[src/rtl/ws2812_pkg.sv]
// Shared definitions for the WS2812 one-wire strip paths (driver and decoder):
// decoder state encoding, default bit timing and the channel width.
package ws2812_pkg;

  typedef enum logic [1:0] {
    SYNC = 2'd0,
    IDLE = 2'd1,
    HIGH = 2'd2,
    LOW  = 2'd3
  } state_e;

  // Default bit timing in clk cycles (50 MHz): one bit period, high times for 0 and 1.
  localparam int TOTAL_PULSE_TIME = 70;
  localparam int ZERO_HIGH_TIME   = 20;
  localparam int ONE_HIGH_TIME    = 50;
  localparam int THRESHOLD_TIME   = 35;
  localparam int RESET_TIME       = 2500;
  localparam int CHANNEL_WIDTH    = 8;

  // Saturating 16-bit increment used for the per-frame byte index.
  function automatic logic [15:0] sat_inc16(input logic [15:0] v);
    return (v == 16'hFFFF) ? v : v + 16'd1;
  endfunction

endpackage

[src/rtl/ws2812_decoder_sync_edge_detect.sv]
// Two-flop synchronizer for the asynchronous strip input, followed by a
// registered copy and registered single-cycle rise/fall pulses. level_o is
// the registered copy, so it is aligned with the edge pulses.
module sync_edge_detect (
  input  logic clk,
  input  logic rst_n,
  input  logic d_i,
  output logic level_o,
  output logic rise_o,
  output logic fall_o
);

  logic meta_q;
  logic sync_q;
  logic prev_q;
  logic rise_q;
  logic fall_q;

  // Synchronize the pin and register edge pulses against the previous level.
  always_ff @(posedge clk or negedge rst_n) begin
    if (!rst_n) begin
      meta_q <= 1'b0;
      sync_q <= 1'b0;
      prev_q <= 1'b0;
      rise_q <= 1'b0;
      fall_q <= 1'b0;
    end else begin
      meta_q <= d_i;
      sync_q <= meta_q;
      prev_q <= sync_q;
      rise_q <= sync_q & ~prev_q;
      fall_q <= ~sync_q & prev_q;
    end
  end

  assign level_o = prev_q;
  assign rise_o  = rise_q;
  assign fall_o  = fall_q;

endmodule

[src/rtl/ws2812_decoder.sv]
// WS2812 one-wire stream decoder: classifies high pulses into bits, packs
// MSB-first bytes into a BRAM write port and reports per-frame status.
// Optional feature macro: WS2812_DECODER_GLITCH_FILTER_EN rejects high pulses
// shorter than GLITCH_TIME (no bit, error set, low run keeps counting).
module ws2812_decoder #(
  parameter int ADDRESS_WIDTH  = 13,
  parameter int MAX_BYTES      = 480,
  parameter int THRESHOLD_TIME = ws2812_pkg::THRESHOLD_TIME,
  parameter int MAX_HIGH_TIME  = 100,
  parameter int RESET_TIME     = ws2812_pkg::RESET_TIME,
  parameter int GLITCH_TIME    = 5
) (
  input  logic                     clk,
  input  logic                     rst_n,
  input  logic                     din,
  output logic                     mem_we,
  output logic [ADDRESS_WIDTH-1:0] mem_addr,
  output logic [7:0]               mem_din,
  output logic                     frame_done,
  output logic [15:0]              byte_count,
  output logic                     error,
  output logic                     overflow
);
  import ws2812_pkg::*;

  localparam int CNT_W = $clog2(RESET_TIME + 1);
  localparam logic [CNT_W-1:0] CNT_MAX  = {CNT_W{1'b1}};
  localparam logic [CNT_W-1:0] THR_C    = CNT_W'(THRESHOLD_TIME);
  localparam logic [CNT_W-1:0] MAXH_C   = CNT_W'(MAX_HIGH_TIME);
  localparam logic [CNT_W-1:0] RST_C    = CNT_W'(RESET_TIME);
  localparam logic [CNT_W-1:0] GLITCH_C = CNT_W'(GLITCH_TIME);
  localparam logic [15:0]      MAXB_C   = 16'(MAX_BYTES);
  localparam logic [2:0]       LAST_BIT = 3'(CHANNEL_WIDTH - 1);

`ifdef WS2812_DECODER_GLITCH_FILTER_EN
  localparam logic GLITCH_EN = 1'b1;
`else
  localparam logic GLITCH_EN = 1'b0;
`endif

  logic level_s;
  logic rise_s;
  logic fall_s;

  sync_edge_detect u_sync (
    .clk     (clk),
    .rst_n   (rst_n),
    .d_i     (din),
    .level_o (level_s),
    .rise_o  (rise_s),
    .fall_o  (fall_s)
  );

  state_e                     state_q, state_d;
  logic [CNT_W-1:0]           high_cnt_q, high_cnt_d;
  logic [CNT_W-1:0]           low_cnt_q, low_cnt_d;
  logic [2:0]                 bit_cnt_q, bit_cnt_d;
  logic [CHANNEL_WIDTH-2:0]   shift_q, shift_d;
  logic [15:0]                byte_idx_q, byte_idx_d;
  logic                       mem_we_q, mem_we_d;
  logic [ADDRESS_WIDTH-1:0]   mem_addr_q, mem_addr_d;
  logic [7:0]                 mem_din_q, mem_din_d;
  logic                       frame_done_q, frame_done_d;
  logic [15:0]                byte_count_q, byte_count_d;
  logic                       error_q, error_d;
  logic                       overflow_q, overflow_d;

  // The pulse width measured at the falling edge is the held count plus the
  // current cycle, so comparisons use the incremented value.
  logic [CNT_W-1:0]           high_inc_s;
  logic [CNT_W-1:0]           low_inc_s;
  logic                       bit_s;
  logic [7:0]                 byte_s;

  // Saturating counter increments and the bit/byte that a falling edge would complete.
  always_comb begin
    high_inc_s = (high_cnt_q == CNT_MAX) ? high_cnt_q : high_cnt_q + CNT_W'(1);
    low_inc_s  = (low_cnt_q == CNT_MAX) ? low_cnt_q : low_cnt_q + CNT_W'(1);
    bit_s      = (high_inc_s >= THR_C);
    byte_s     = {shift_q, bit_s};
  end

  // Decoder next-state logic: frame sync, pulse classification, byte writes, frame end.
  always_comb begin
    state_d      = state_q;
    high_cnt_d   = high_cnt_q;
    low_cnt_d    = low_cnt_q;
    bit_cnt_d    = bit_cnt_q;
    shift_d      = shift_q;
    byte_idx_d   = byte_idx_q;
    mem_we_d     = 1'b0;
    mem_addr_d   = mem_addr_q;
    mem_din_d    = mem_din_q;
    frame_done_d = 1'b0;
    byte_count_d = byte_count_q;
    error_d      = error_q;
    overflow_d   = overflow_q;

    case (state_q)
      SYNC: begin
        // Only a full reset-length low run proves we are between frames.
        if (level_s) begin
          low_cnt_d = '0;
        end else if (low_inc_s >= RST_C) begin
          low_cnt_d = '0;
          state_d   = IDLE;
        end else begin
          low_cnt_d = low_inc_s;
        end
      end

      IDLE: begin
        if (rise_s) begin
          bit_cnt_d  = 3'd0;
          byte_idx_d = 16'd0;
          error_d    = 1'b0;
          high_cnt_d = '0;
          low_cnt_d  = '0;
          state_d    = HIGH;
        end else begin
          state_d = IDLE;
        end
      end

      HIGH: begin
        high_cnt_d = high_inc_s;
        // With the glitch filter the low run keeps counting through a high
        // pulse, so a rejected spike leaves the low count as if it never happened.
        if (GLITCH_EN) begin
          low_cnt_d = low_inc_s;
        end else begin
          low_cnt_d = low_cnt_q;
        end

        if (high_inc_s > MAXH_C) begin
          error_d   = 1'b1;
          bit_cnt_d = 3'd0;
          shift_d   = '0;
          low_cnt_d = '0;
          state_d   = SYNC;
        end else if (fall_s) begin
          if (GLITCH_EN && (high_inc_s < GLITCH_C)) begin
            error_d = 1'b1;
            state_d = LOW;
          end else begin
            shift_d   = byte_s[CHANNEL_WIDTH-2:0];
            low_cnt_d = '0;
            state_d   = LOW;
            if (bit_cnt_q == LAST_BIT) begin
              bit_cnt_d  = 3'd0;
              byte_idx_d = sat_inc16(byte_idx_q);
              if (byte_idx_q < MAXB_C) begin
                mem_we_d   = 1'b1;
                mem_addr_d = ADDRESS_WIDTH'(byte_idx_q);
                mem_din_d  = byte_s;
              end else begin
                mem_we_d = 1'b0;
              end
            end else begin
              bit_cnt_d = bit_cnt_q + 3'd1;
            end
          end
        end else begin
          state_d = HIGH;
        end
      end

      LOW: begin
        low_cnt_d = low_inc_s;
        if (low_inc_s >= RST_C) begin
          // A frame ending mid-byte discards the partial byte and flags it.
          if (bit_cnt_q != 3'd0) begin
            error_d = 1'b1;
          end else begin
            error_d = error_q;
          end
          bit_cnt_d    = 3'd0;
          shift_d      = '0;
          low_cnt_d    = '0;
          frame_done_d = 1'b1;
          byte_count_d = byte_idx_q;
          overflow_d   = (byte_idx_q > MAXB_C);
          state_d      = IDLE;
        end else if (rise_s) begin
          high_cnt_d = '0;
          state_d    = HIGH;
        end else begin
          state_d = LOW;
        end
      end

      default: begin
        state_d = SYNC;
      end
    endcase
  end

  // State and output registers.
  always_ff @(posedge clk or negedge rst_n) begin
    if (!rst_n) begin
      state_q      <= SYNC;
      high_cnt_q   <= '0;
      low_cnt_q    <= '0;
      bit_cnt_q    <= 3'd0;
      shift_q      <= '0;
      byte_idx_q   <= 16'd0;
      mem_we_q     <= 1'b0;
      mem_addr_q   <= '0;
      mem_din_q    <= 8'd0;
      frame_done_q <= 1'b0;
      byte_count_q <= 16'd0;
      error_q      <= 1'b0;
      overflow_q   <= 1'b0;
    end else begin
      state_q      <= state_d;
      high_cnt_q   <= high_cnt_d;
      low_cnt_q    <= low_cnt_d;
      bit_cnt_q    <= bit_cnt_d;
      shift_q      <= shift_d;
      byte_idx_q   <= byte_idx_d;
      mem_we_q     <= mem_we_d;
      mem_addr_q   <= mem_addr_d;
      mem_din_q    <= mem_din_d;
      frame_done_q <= frame_done_d;
      byte_count_q <= byte_count_d;
      error_q      <= error_d;
      overflow_q   <= overflow_d;
    end
  end

  assign mem_we     = mem_we_q;
  assign mem_addr   = mem_addr_q;
  assign mem_din    = mem_din_q;
  assign frame_done = frame_done_q;
  assign byte_count = byte_count_q;
  assign error      = error_q;
  assign overflow   = overflow_q;

endmodule

[config.mk]
export PLATFORM = sky130hd
export DESIGN_NAME = ws2812_decoder
export DESIGN_NICKNAME = d
export VERILOG_FILES = /design/src/rtl/ws2812_pkg.sv /design/src/rtl/ws2812_decoder_sync_edge_detect.sv /design/src/rtl/ws2812_decoder.sv
export SDC_FILE = /design/constraint.sdc
export NUM_CORES = 1
export LEC_CHECK = 0
export BUFFER_PORTS_ARGS = -buffer_cell sky130_fd_sc_hd__clkbuf_2
export CAP_MARGIN = 20
export CORE_MARGIN = 3
export CORE_UTILIZATION = 38
export DETAILED_ROUTE_END_ITERATION = 10
export GPL_TIMING_DRIVEN = 0
export HOLD_SLACK_MARGIN = 0.03
export PLACE_DENSITY = 0.66
export SYNTH_ARGS = -nofsm -noshare
export SYNTH_HDL_FRONTEND = slang
export SYNTH_SLANG_ARGS = --single-unit
[constraint.sdc]
create_clock -name clk -period 3.7 [get_ports clk]
set_input_delay 0.185 -clock clk [delete_from_list [all_inputs] [get_ports clk]]
set_output_delay 0.185 -clock clk [all_outputs]
set_load 0.03 [all_outputs]
Word-level counts from Yosys, hierarchy flattened
Cells that the tools add are included.
W data, S select, Z words.

word-level totals
  register bits after elaboration = 98
  bits of input ports = 3

operators by class
  add/sub/neg operators = 4
  $lt $le $gt $ge = 5
  equal/unequal tests = 19
  multiplexer cells = 47
  bitwise logic cells = 5
  reductions and logical operators = 14

operators with widths
  kind                     count
  $mux W12                 9
  $mux W16                 5
  $pmux W12 S4             1
  $pmux W12 S3             1
  $pmux W16 S2             1
  $add A12 B1 Y12 const B  2
  $eq A12 B12 Y1 const B   2
  $mux W7                  3
  $ne A2 B2 Y1 const B     9
  $add A16 B1 Y16 const B  1
  $eq A16 B16 Y1 const B   1
  $gt A16 B9 Y1 const B    1
  $lt A16 B9 Y1 const B    1
  $mux W3                  5
  $pmux W7 S2              1
  $mux W1                  13
  $ge A12 B12 Y1 const B   1
  $ge A12 B6 Y1 const B    1
  $gt A12 B7 Y1 const B    1
  $mux W2                  5
  $reduce_and A5 Y1        2
  $pmux W3 S3              1
  $pmux W2 S4              1
  $reduce_and A2 Y1        4
  other kinds (15)         22

Longest topological paths before layout
Gate-level depths: netlist of run 1.

  depth after elaboration = 6
  depth in mapped cells = 13
  gate-level depth less buffers = 9

Cells and area by module
A second synthesis of run 1 with hierarchy kept.

unflattened totals
  cell total of the unflattened synthesis = 509
  area total of the unflattened synthesis = 5133.7 µm²

modules (own cells, without submodules)
  module            instances  cells an instance  area an instance (µm²)  sequential area each (µm²)
  ws2812_decoder    1          502                4993.5                  2327.2
  sync_edge_detect  1          7                  140.1                   125.1

Worst setup path before layout of run 1
Ideal clock, no wire load.

  kind = register to register
  from = register high_cnt_q[1]
  to = register mem_din_q[2], in the netlist mem_din[2]
  library setup time = 127 ps
  arrival time = 3043 ps
  path slack = 529 ps
  stages on the path, launching flop included = 14
  path buffers = 4
  clock period less this slack = 3171 ps
  cell sequence = dfrtp_1 > ha_1 > nand4_2 > or4_1 > buf_2 > or3_1 > a211o_1 > o21ai_2 > and4_1 > buf_4 > and4_1 > buf_4 > buf_8 > mux2_1

on the way
  cells in the longest elaborated chain, start to end = 5

ends and longest elaborated chain
  what                                               line                   source
  start, declared                                    ws2812_decoder.sv:55   logic [CNT_W-1:0] high_cnt_q, high_cnt_d;
  start signal, assigned                             ws2812_decoder.sv:216  high_cnt_q <= high_cnt_d;
  $add A12 B1 Y12 or $eq A12 B12 Y1 (tied branches)  ws2812_decoder.sv:77   high_inc_s = (high_cnt_q == CNT_MAX) ? high_cnt_q : high_cnt_q + CNT_W'(1);
  $mux W12 *                                         ws2812_decoder.sv:77
  $gt A12 B7 Y1 *                                    ws2812_decoder.sv:135  if (high_inc_s > MAXH_C) begin
  $not A1 Y1 (no source line) *                      n/a
  $reduce_and A5 Y1 (no source line) *               n/a
  end signal, assigned                               ws2812_decoder.sv:223  mem_din_q <= mem_din_d;
  end, declared                                      ws2812_decoder.sv:62   logic [7:0] mem_din_q, mem_din_d;

Mark *: on every way between the ends. The rest lies on a longest branch, timed or not.
A chain may end at the register's enable or synchronous reset.

Worst setup path after layout of run 1
  from = register high_cnt_q[1]
  to = register mem_din_q[7], in the netlist mem_din[7]

Same word-level chain as after synthesis.

==> results.cfg, run 1 <==
[run_status]
status = completed

[die]
start_util = 0.397
core_um2 = 12900
io_pins = 44
die_w_um = 122
dieArea_um2 = 14900
dieHeight_um = 122
num_rows = 41

[cts]
cts_tree = done
ctsHtreeMaxLevel = 3
clkSlewWorstSetupHoldPaths_ns = 0.07
numCtsBuffers = 9
cts_buffer_depth = 2
cts_root_buffer = clkbuf_16
cts.sink_count = 98
clk_latency_ns = 0.36

[job]
drv_cap = 0

[global_route]
grt_start_max_net_pins = 64
grt_pass1_vias = 4163
grt_pass1_wl_um = 20200
antenna_found_initial = 0
grt_use_total = 0.170
gr-total-overflow = 0

[cells_and_area]
drive_gt1_frac = 0.176
layout.nets = 595
area_delta_synth_final_pct = 16.1
antenna_cells = 0
stdcell_area_um2 = 5960

[timing]
maxSlewHeadroom = 0.493
setup_viol = 0
tns_ns = 0
slew_violations = 0
hold_viol_final = 0
clock.fmax_ghz = 0.288
fin_crit_sh = 0.939
rsz0062_at_grt = no
worst_pin_slew_ns = 0.761
finClkSkew_ns = 0.00928
min_period_ns = 3.47

[critical_path]
path_delay_family = simple AND/OR/NAND/NOR gates
critPathKind = reg -> reg
crit_required_ns = 3.94
cp_num_buf_inv = 4
cp.arrival_ns = 3.71
cp_max_fo = 10
critPathLaunch = high_cnt_q[1]
critPathSlowestCell = or4_1
cp_slowest_stage_delay_ns = 0.50
start_kind = flip-flop
cp-end-kind = flip-flop
reg2reg_from = high_cnt_q[1]
path_cells = ha_1, nand4_2, or4_1, buf_2, or3_1, a211o_1, o21ai_2, and4_1, buf_4, and4_1, buf_4, buf_8, mux2_1

[min_path]
hp-start = u_sync.meta_q
hold_class = reg -> reg

[routing]
wirelength_um = 12000
ant_nets = 0
drc = 0
wl_per_cell_um = 15.7
vias = 4333
drtPass1Iterations = 5
first_iter_violations = 240
viasPerCell = 5.69

[power_and_ir_drop]
p_leak_nw = 2.64
vdd_drop_max_v = 0.000316
power_density_nw_per_um2 = 366

[synthesis]
synthTopCellsByArea = dfrtp_1, o21ai_0, mux2_2, nand2_1, a21oi_1
synthFlopType = dfrtp_1
syn_nets = 538
ys_seq_area_frac = 0.478
synth_top_area_share = 0.478
syn_area_um2 = 5130
async_reset_ff_frac = 1.00
synth_cell_type_count = 61
avgSynthCellArea_um2 = 9.72
yosysTopAreaCell = dfrtp_1
synth_warnings = 0
synth_edf_count = 0
syn-instance-count = 528
yosys_register_bits = 98

[place]
dp_hpwl_um = 8440
io_buffers = 43
gp_congestion = 0.913
dpl_cell_area_um2 = 5590
==> cells in the mapped netlist, drive strengths merged, types with 3 or more instances <==
library cell,n
a211o,3
a21oi,39
a31oi,13
a32o,3
a41oi,6
and2,5
and3,8
and4,7
buf,6
clkbuf,28
dfrtp,98
ha,7
inv,22
mux2,33
mux2i,6
nand2,54
nand2b,5
nand3,21
nand4,15
nor2,24
nor2b,7
nor3,7
nor4,3
o211ai,6
o21ai,43
o22ai,3
o31ai,5
or3,13
or4,8
xnor2,3
==> layout make-up <==
class                           count  area, um2
Timing Repair Buffer               47        273
Buffer                             33        164
Clock buffer                       10        239
Inverter                           22       82.6
Fill cell                        1236       6970
Sequential cell                    98       2450
Multi-Input combinational cell    374       2440
Tap cell                          172        215
Clock inverter                      6       96.3
==> report_power, final <==
part	leakage (nW)	internal, mW	total [mW]	switching (mW)
combinational	1.12	0.0121	0.0427	0.0307
sequential	1.36	1.08	1.08	0.00581
clock	0.162	0.620	1.05	0.433
==> flip-flops by register name, indices dropped and copies added, names as in the netlist, 2 cells and up <==
signal,cells
byte_count,16
byte_idx_q,16
mem_addr,13
high_cnt_q,12
low_cnt_q,12
mem_din,8
shift_q,7
bit_cnt_q,3
state_q,2
==> final timing paths <==
check | cells after the start | end | slack [ns]
min in group asynchronous | 2 | frame_done | 0.37
setup / recovery | 13 | mem_din[7] | 0.23
hold / removal | 0 | u_sync.sync_q | 0.36
setup reg to reg | 13 | mem_din[7] | 0.23
hold reg to reg | 0 | u_sync.sync_q | 0.36
max in group asynchronous | 3 | high_cnt_q[2] | 2.66
==> layer usage <==
| metal | part of all wire | global-route usage |
|---|---|---|
| met5 | 0 | 0 |
| met4 | 0.020 | 0.0672 |
| met3 | 0.058 | 0.0432 |
| met2 | 0.47 | 0.266 |
| met1 | 0.45 | 0.228 |
==> logic make-up (layout without fill, tap and decap cells) <==
family	count (synthesis)	in the layout	synth area share
xor+xnor	5	5	0.00854
buf+inv	56	118	0.0483
mux	39	39	0.0915
flops	98	98	0.478
fa+ha+maj	7	7	0.0171
compound gates	139	139	0.169
simple gates	184	184	0.188
==> placed cells by master, fill, tap and decap left out, types with 9 or more instances in the layout <==
cell / instances
a21oi_1: 38
a31oi_1: 13
clkbuf_1: 24
clkbuf_16: 9
clkbuf_2: 45
dfrtp_1: 98
inv_1: 22
mux2_2: 18
mux2_4: 10
nand2_1: 54
nand3_1: 21
nand4_1: 14
nor2_1: 23
o21ai_0: 42
or3_1: 13
==> repair_timing <==
item / in CTS / in global routing
buffers inserted: 0 / 1
gates resized for setup: 0 / 6
endpoints found under the hold margin: 36 / 0
setup endpoints to repair: 0 / 39
hold buffers: 2 / 0
==> stage by stage <==
step                instances   util  power (mW)  hold slack, ns  setup slack [ns]
finish                    762  0.461        2.18           0.356             0.225
floorplan                 528      -        1.11          -0.111             0.529
global route              762  0.461        2.27           0.380            0.0421
global placement          743  0.430        1.14           0.298             0.102
CTS                       762  0.460        2.22           0.357            0.0148
detailed placement        744  0.432        1.15           0.238            0.0559
Power figures use the tool's default switching activity.
==> run 2: changes to the inputs <==
--- a/config.mk
+++ b/config.mk
@@ -12,7 +12,6 @@
 export DETAILED_ROUTE_END_ITERATION = 10
 export GPL_TIMING_DRIVEN = 0
 export HOLD_SLACK_MARGIN = 0.03
-export PLACE_DENSITY = 0.66
 export SYNTH_ARGS = -nofsm -noshare
 export SYNTH_HDL_FRONTEND = slang
 export SYNTH_SLANG_ARGS = --single-unit
==> run 2 against run 1 <==
Clock skew down 0.0019 ns. Combinational power about the same. Cell area down 0.55%. Sequential share of layout area is 0.25 points higher. Sequential cell count is the same. Hold slack improved by 0.0096 ns. Setup slack worse by 0.0082 ns.
==> results.cfg, run 2 (synthesis results as in run 1) <==
[run_status]
status = completed

[power_and_ir_drop]
power_density_nw_per_um2 = 355
vdd_drop_max_v = 0.000216
p_int_mw = 1.62
power_frac_clock = 0.465
pwr-share-comb = 0.020
sw_frac_of_total = 0.228
sequentialPowerShare = 0.514
p_sw_mw = 0.480
total_power_mw = 2.10
p_leak_nw = 2.62

[die]
dieArea_um2 = 14900
num_rows = 41
dieHeight_um = 122
die_w_um = 122
start_util = 0.397
core_um2 = 12900
io_pins = 44

[critical_path]
r2r-end = mem_din[4]
cp.arrival_ns = 3.72
crit_required_ns = 3.94
cp-end-kind = flip-flop
cp_max_fo = 10
reg2reg_from = high_cnt_q[1]
reg2reg_depth = 13
r2r_setup_slack_ns = 0.22
critPathKind = reg -> reg
start_kind = flip-flop

[routing]
wirelength_um = 12600
ant_nets = 0
first_iter_violations = 377
vias = 4303
drc = 0
viasPerCell = 5.65
drtPass1Iterations = 4
wl_per_cell_um = 16.6

[global_route]
use_met3 = 0.0344
grt_util_met2 = 0.269
grt_pass1_vias = 4102
gr-total-overflow = 0
grt_start_max_net_pins = 52
grt_pass1_wl_um = 20900
top_usage_layer = met2
use_met1 = 0.243
antenna_found_initial = 0
grt_use_total = 0.177

[timing]
tns_ns = 0
slew_violations = 0
finClkSkew_ns = 0.00741
worst_pin_slew_ns = 0.717
clock.fmax_ghz = 0.287
min_period_ns = 3.48
fin_crit_sh = 0.941
rsz0062_at_grt = no
maxSlewHeadroom = 0.522
setup_viol = 0
hold_viol_final = 0

[cts]
clkSlewWorstSetupHoldPaths_ns = 0.07
cts.sink_count = 98
cts_tree = done
ctsHtreeMaxLevel = 3
clk_latency_ns = 0.36
post-cts-setup-buffers = 0
numCtsBuffers = 9
cts_root_buffer = clkbuf_16
cts_buffer_depth = 2

[place]
dpl_cell_area_um2 = 5590
dp_hpwl_um = 8910
io_buffers = 43
gp_congestion = 0.899

[cells_and_area]
multi_input_area_um2 = 2440
area_delta_synth_final_pct = 15.5
stdcell_area_um2 = 5930
regArea_um2 = 2450
antenna_cells = 0
drive_gt1_frac = 0.177
postLayoutCoreUtil = 0.458
layout.nets = 594
n_fill_cell = 1258
layout_common_cells = dfrtp_1, nand2_1, clkbuf_2
layout_commonest_cell = dfrtp_1

[job]
drv_cap = 0

[min_path]
holdPathStages = 0
hold_class = reg -> reg
hold_end = u_sync.sync_q
hp-start = u_sync.meta_q
[run 2: cell count changes in the layout (fill, tap and decap cells not counted)]
| cell | change |
|---|---|
| dfrtp_2 | +1 |
| clkinv_4 | +2 |
| clkbuf_8 | -1 |
| dfrtp_1 | -1 |
| bufinv_16 | -1 |
| buf_4 | -1 |
[run 2: power groups by stage]
stage          sequential, mW  combinational [mW]  clock (mW)
5_1_grt                  1.08              0.0500        1.05
6_report                 1.08              0.0429       0.979
4_1_cts                  1.08              0.0451        1.02
3_3_place_gp             1.10              0.0383           0
3_5_place_dp             1.10              0.0437           0
2_1_floorplan            1.10              0.0130           0
[run 2: critical path, cell delays in order (launching register included)]
cell	delay [ns]
dfrtp_2	0.41
ha_1	0.19
nand4_2	0.18
or4_1	0.50
buf_2	0.19
or3_1	0.31
a211o_1	0.29
o21ai_2	0.09
and4_1	0.20
buf_4	0.17
and4_1	0.19
buf_4	0.16
buf_8	0.14
mux2_1	0.32
[run 2: what timing repair did]
item                       in CTS  in global routing
setup endpoints to repair       0                 39
hold endpoints to repair       48                  0
hold buffers                    2                  0
gates resized for setup         0                  7
[run 2: through the flow]
stage | setup slack (ns) | hold WS [ns] | cells
2_1_floorplan | 0.529 | -0.111 | 528
3_3_place_gp | 0.103 | 0.300 | 743
3_5_place_dp | 0.0265 | 0.302 | 744
4_1_cts | 0.00830 | 0.370 | 762
5_1_grt | 0.0214 | 0.375 | 761
6_report | 0.217 | 0.365 | 761
[run 2: area by class of cell]
class / instances / share of cell area
sequential: 98 / 0.414
multi-input combinational: 374 / 0.411
timing repair buffer: 46 / 0.0448
clock buffer: 9 / 0.0380
tap: 172 / 0.0363
buffer: 33 / 0.0277
clock inverter: 7 / 0.0141
inverter: 22 / 0.0139
[run 2: worst max-delay path by stage]
stage | from | endpoint
2_1_floorplan | high_cnt_q[1] | mem_din[2]
4_1_cts | low_cnt_q[0] | low_cnt_q[2]
3_5_place_dp | low_cnt_q[0] | low_cnt_q[2]
3_3_place_gp | low_cnt_q[1] | low_cnt_q[2]
6_report | high_cnt_q[1] | mem_din[4]
5_1_grt | high_cnt_q[1] | mem_din[4]
[run 2: layer usage]
metal	share of wire	wire, um
met5	0	0
met4	0.023	286
met3	0.050	630
met2	0.47	5890
met1	0.46	5830
